**src/rtl/enoc_input_buffer.sv**
```systemverilog
// ---------------------------------------------------------------------------
// enoc_input_buffer
//
// Per-port input FIFO sitting directly upstream of an ENoC router port's
// route calculator. Arriving packets are stored with their X/Y/Z destination
// fields. The head packet's destination is presented to the route calculator,
// and the head is popped when the switch allocator grants it. o_en tells the
// upstream link whether it may send this cycle.
//
// Optional feature macro: ENOC_INPUT_BYPASS_EN
//   When defined, a packet arriving at an empty buffer drives the head
//   outputs combinationally in the same cycle. If it is granted in that
//   cycle it is consumed without ever being written.
//
// Ports
//   clk       in   1           rising-edge clock
//   reset     in   1           synchronous, active-high
//   i_data    in   DATA_WIDTH  incoming payload
//   i_x_dest  in   XW          incoming X destination
//   i_y_dest  in   YW          incoming Y destination
//   i_z_dest  in   ZW          incoming Z destination
//   i_val     in   1           incoming packet valid
//   o_en      out  1           upstream may send (buffer not full)
//   o_data    out  DATA_WIDTH  head payload
//   o_x_dest  out  XW          head X destination
//   o_y_dest  out  YW          head Y destination
//   o_z_dest  out  ZW          head Z destination
//   o_val     out  1           head valid
//   i_grant   in   1           allocator accepted the head this cycle
//   o_count   out  AW+1        current occupancy, 0..DEPTH
//
// Destination widths are log2(N_NODES), widened to 1 bit when N_NODES is 1
// so that a single-layer (Z_NODES=1) network still has a legal port width.
// ---------------------------------------------------------------------------
module enoc_input_buffer #(
  parameter int DATA_WIDTH = 32,
  parameter int X_NODES    = 4,
  parameter int Y_NODES    = 4,
  parameter int Z_NODES    = 1,
  parameter int DEPTH      = 4,
  localparam int XW = (X_NODES > 1) ? $clog2(X_NODES) : 1,
  localparam int YW = (Y_NODES > 1) ? $clog2(Y_NODES) : 1,
  localparam int ZW = (Z_NODES > 1) ? $clog2(Z_NODES) : 1,
  localparam int AW = $clog2(DEPTH),
  localparam int CW = AW + 1
) (
  input  logic                  clk,
  input  logic                  reset,
  input  logic [DATA_WIDTH-1:0] i_data,
  input  logic [XW-1:0]         i_x_dest,
  input  logic [YW-1:0]         i_y_dest,
  input  logic [ZW-1:0]         i_z_dest,
  input  logic                  i_val,
  output logic                  o_en,
  output logic [DATA_WIDTH-1:0] o_data,
  output logic [XW-1:0]         o_x_dest,
  output logic [YW-1:0]         o_y_dest,
  output logic [ZW-1:0]         o_z_dest,
  output logic                  o_val,
  input  logic                  i_grant,
  output logic [CW-1:0]         o_count
);

  localparam int EW = DATA_WIDTH + XW + YW + ZW;

  logic [EW-1:0] mem [DEPTH];
  logic [AW-1:0] rd_ptr;
  logic [AW-1:0] wr_ptr;
  logic [CW-1:0] count;

  logic          stored_val;
  logic          bypass_active;
  logic          push;
  logic          pop;
  logic [EW-1:0] in_entry;
  logic [EW-1:0] head_entry;

  assign in_entry   = {i_data, i_x_dest, i_y_dest, i_z_dest};
  assign stored_val = (count != '0);

  // o_en looks only at the registered count, so a full buffer refuses a
  // push even if the head is popped in the same cycle.
  assign o_en    = (count != CW'(DEPTH));
  assign o_count = count;

`ifdef ENOC_INPUT_BYPASS_EN
  assign bypass_active = !stored_val && i_val;
`else
  assign bypass_active = 1'b0;
`endif

  assign o_val = stored_val || bypass_active;

  // A bypassed packet that is granted immediately never enters storage.
  assign push = i_val && o_en && !(bypass_active && i_grant);
  assign pop  = i_grant && stored_val;

  // Head selection: stored head first, then the bypassed packet, otherwise
  // zeros so the route calculator never sees stale RAM contents.
  always_comb begin
    head_entry = '0;
    if (stored_val) begin
      head_entry = mem[rd_ptr];
    end else if (bypass_active) begin
      head_entry = in_entry;
    end
  end

  assign {o_data, o_x_dest, o_y_dest, o_z_dest} = head_entry;

  // Pointer and occupancy state. Pointers are exactly log2(DEPTH) bits, so
  // incrementing past DEPTH-1 wraps to 0 naturally.
  always_ff @(posedge clk) begin
    if (reset) begin
      rd_ptr <= '0;
      wr_ptr <= '0;
      count  <= '0;
    end else begin
      if (push) begin
        wr_ptr <= wr_ptr + AW'(1);
      end
      if (pop) begin
        rd_ptr <= rd_ptr + AW'(1);
      end
      case ({push, pop})
        2'b10:   count <= count + CW'(1);
        2'b01:   count <= count - CW'(1);
        default: count <= count;
      endcase
    end
  end

  // Storage array carries no reset; contents are only ever read at
  // positions the pointers mark as occupied.
  always_ff @(posedge clk) begin
    if (!reset && push) begin
      mem[wr_ptr] <= in_entry;
    end
  end

endmodule

```
**config.mk**
```make
export PLATFORM = sky130hd
export DESIGN_NAME = enoc_input_buffer
export DESIGN_NICKNAME = d
export VERILOG_FILES = /design/src/rtl/enoc_input_buffer.sv
export SDC_FILE = /design/constraint.sdc
export NUM_CORES = 1
export LEC_CHECK = 0
export BUFFER_PORTS_ARGS = -buffer_cell sky130_fd_sc_hd__buf_2
export CAP_MARGIN = 5
export CORE_AREA = 2 2 157 159
export CTS_CLUSTER_DIAMETER = 120
export DETAILED_ROUTE_END_ITERATION = 10
export DIE_AREA = 0 0 159 161
export HOLD_SLACK_MARGIN = 0.1
export PLACE_DENSITY = 0.48
export SYNTH_ARGS = -nofsm -noshare
export SYNTH_HDL_FRONTEND = slang
export SYNTH_SLANG_ARGS = --single-unit
```
**constraint.sdc**
```tcl
create_clock -name clk -period 4.7 [get_ports clk]
set_clock_uncertainty 0.1 [all_clocks]
set_input_delay 1.41 -clock clk [delete_from_list [all_inputs] [get_ports clk]]
set_output_delay 1.41 -clock clk [all_outputs]
set_load 0.05 [all_outputs]
```
Word level (Yosys, flattened, before mapping):

Memory sizes are Yosys's and may differ from the RTL's. A register that Yosys moved wholly into a read port is not among the register bits.
Index checks and enable logic that the tools add are counted.

* add/sub/neg operators: 4
* equality and inequality tests: 3
* mux-type cells: 6
* reduce and logical (&&, ||, !) cells: 6

Operator list (count)
* 37-bit two-way mux: 1
* 3-bit case mux with 2 select lines: 1
* 2-bit by 1-bit adder with 2-bit output, second input constant: 2
* 2-bit two-way mux: 2
* 3-bit by 1-bit adder with 3-bit output, second input constant: 1
* 1-bit logical AND: 3
* 3-bit inequality test, second input constant: 1
* 3-bit nonzero test: 1
* 3-bit by 1-bit subtractor with 3-bit output, second input constant: 1
* 2-bit by 1-bit == test with 1-bit output, second input constant: 1
* 2-bit == test, second input constant: 1
* 1-bit two-way mux: 2
* 2-bit nonzero test: 1
* 1-bit zero test: 1

* register bits after elaboration: 7
* bits in writable memories: 148
* input port bits: 41
* word-level logic and storage cells: 23
* memories: 1

Memories
* mem: words 4, bits a word 37, rd ports 1, clocked after Yosys merged registers in 1, wr ports 1, line 66 `logic [EW-1:0] mem [DEPTH];`

Depth between registers and ports, before layout:

* depth after elaboration: 5
* mapped depth: 9
* depth with buffers taken out: 9

Least setup slack after synthesis:

No wires, ideal clock.

* path kind: input to register
* from: input port i_val
* to: memory mem[0][0] in the netlist's numbering (enable)
* library setup time: 0.485 ns
* arrival time: 4.395 ns
* path slack: -0.280 ns
* stages on the path: 3
* path buffers: 0
* cell sequence: and2_4 > inv_1 > nor3b_1

* cells in the longest elaborated chain, start to end: 4

Ends and longest elaborated chain
* start: declaration: line 53 `input logic i_val,`
* 1-bit logical AND: line 95 `assign push = i_val && o_en && !(bypass_active && i_grant);`
* 1-bit logical AND: line 136 `if (!reset && push) begin`
* 1-bit two-way mux: line 136
* 1-bit two-way mux (not written as such): line 137 `mem[wr_ptr] <= in_entry;`
* end: declaration: line 66

No other way between the ends.

==> run metrics <==
# setup viols final 0; Mapped Cells ~290; FF+latch area roughly 4600 um^2; Unique masters post-synth 26; Antenna Violating Nets Remaining 0; Setup Buffers After CTS 0; Initial Utilization 25.40%; Max Slew Vio Count 0; sw frac a little under two fifths; register area share after synthesis about three quarters; Inst Count DP about 690; Psw 1.801 mW; WL/cell roughly 17 um; first-pass GRT wire length ~19 mm; Critical Path Fanout Max 24; largest net degree at the start of global routing 41; Leakage around 2.5 nW; number of synthesized flops with an enable pin approximately 150; share of the synthesized area in the top cell type between 70 and 80%; DR iter-0 viols about 140; setup_tns 0 ns; unrepaired setup endpoints after global routing false; Skew-Pair Late Insertion Delay roughly 0.42 ns; final worst slack 0.8430 ns; PD cells between 600 and 700 nW/um^2; Period Utilization, post-route around 80%; number of synthesized register bits 157; share of cells above drive strength 1 41.96%; Core ar. 23,960 um^2; Critical Path AT ~2.4 ns; Synth-to-Final Area Change 23.31%; final hold vios 0; synthesized netlist net count 335; slowest cell on the critical path dfxtp_2; fin cells roughly 720; CTS H-Tree Depth 4; hpwl dp 7.447 mm; Setup Crit Path Kind flip-flop to output port; detailed-route DRC error count 0; CTS tree yes; Post-Syn Area per Cell 21.14 um^2; Async SR Flop Fraction 0%; count leader, synth edfxtp_1; routed wire length 12.35 mm; Synth Flop Type edfxtp_1; # clock sinks roughly 160; DR vias between 2,000 and 3,000; Longest Clk Path Bufs 2; CP cell instances buf_4 -> mux4_2 -> nor2b_1 -> buf_2; CTS buffer count 17; row cnt 57; Tmin final 3.857 ns; internal power around 3.0 mW; Die X 159 um; Peak VDD IR about 0.47 mV; Multi-input gate area around 1400 um^2; Place WS ~1.2 ns; Die H between 150 and 200 um; Synth Cell Area 6087 um^2; maxcap violations 0; HP Class flip-flop to flip-flop; post-layout util 31.32%; sequential power share between 30% and 40%; # IOs 83; Comb pwr share between 30% and 40%; CP Launch Type flip-flop; Critical Path RT 3.19 ns; CP endpoint kind output port; CP peak stage delay approximately 0.78 ns; vias in the first global route ~3,300; initial antenna violation count 2; vias per cell between 4 and 5; status completed; # hold bufs at CTS 0; first-pass iteration count of the detailed router 4; Port Buffers around 80; fmax about 260 MHz; clock network power share 28.3%; GPL Wtd Cong 0.6474; fin nets 433; Post-synth top cells 148 x edfxtp_1, 37 x mux4_2, 37 x nor2b_1; top cells by area, synth edfxtp_1 73%, mux4_2 14%, nor2b_1 3.8%, dfxtp_1 3.0%, ha_1 1.0%; Root Buffer Master clkbuf_16; Yosys top cell by area edfxtp_1; global route overflow 0; Slew @ Worst Pin a little over 0.8 ns; number of synthesis warnings 0; clock-pin slew on the worst setup and hold paths 0.06 ns; post_cts resized 0; die area approximately 26,000 um^2; Slew headroom a little under half; GRT Total Usage between 10 and 15%; fillcell total ~2,400
## state kept, by name (all words and copies together), names as in the netlist, named ones only
name / flops
o_count: 3
rd_ptr: 2
wr_ptr: 2
mem: 148
## cells by family (layout without fill, tap and decap cells)
kind of cell	after synthesis	in the layout	synth area share, %
compound gates	6	6	0.5344
xor+xnor	3	3	0.4317
fa+ha+maj	6	6	1.357
buf+inv	21	131	1.891
flops	157	157	75.97
mux	39	39	14.10
other cells	0	1	0
simple gates	56	56	5.714
## worst max-delay path: cells and delay by family (launching register included)
family	cells	cell delay, ns
buffers and inverters	2	0.64
DFF	1	0.78
muxes	1	0.34
and+or+nand+nor	1	0.16
## path summary, 6_finish.rpt
| path | start | end | slack (ns) | cells past startpoint |
|---|---|---|---|---|
| max | flip-flop | o_x_dest[1] | 0.84 | 4 |
| min | rd_ptr[1]$_SDFFE_PP0P_ | flip-flop | 0.38 | 2 |
| max reg2reg | o_count[2]$_SDFFE_PP0P_ | o_count[2]$_SDFFE_PP0P_ | 1.89 | 9 |
| min reg2reg | rd_ptr[1]$_SDFFE_PP0P_ | flip-flop | 0.38 | 2 |
## per-layer routing
layer / wire length [um] / up-vias / track usage (%)
li1: - / 1337 / -
met1: 5432 / 1564 / 12.61
met2: 6152 / 66 / 17.09
met3: 605 / 18 / 3.698
met4: 150 / 2 / 3.223
met5: 13 / - / 0
## layout by cell type, fill, tap and decap left out, types with 4 or more instances in the layout
cell and n:
edfxtp_1 148, buf_2 82, mux4_2 37, nor2b_1 37, clkbuf_16 17, buf_4 10, inv_1 8, nor2_1 7
dfxtp_1 7, ha_1 5, nor3b_2 4
## power by group through the flow
stage	Sequential [mW]	Clock, mW	Combinational (mW)
detailed placement	1.82	0	1.66
CTS	1.79	1.39	1.67
global placement	1.81	0	1.66
floorplan	1.73	0	1.35
finish	1.77	1.35	1.64
global route	1.80	1.44	1.74
## layout make-up
type	instances	area share, %
antenna	1	0.03334
tap	324	5.401
inverter	8	0.4001
multi-input combinational	110	18.30
sequential	157	61.68
clock buffer	18	5.718
clock inverter	13	2.000
timing repair buffer	92	6.468
## metrics by stage
| stage | total power, mW | hold WS, ns | area [um^2] |
|---|---|---|---|
| after detailed placement | 3.480 | 0.3745 | 6924 |
| after global routing | 4.984 | 0.4463 | 7503 |
| final | 4.755 | 0.3808 | 7506 |
| after CTS | 4.843 | 0.3832 | 7503 |
| after global placement | 3.470 | 0.3590 | 6924 |
| after floorplan | 3.079 | 0.3591 | 6087 |
Note: power is estimated with default switching activity, not from simulation.
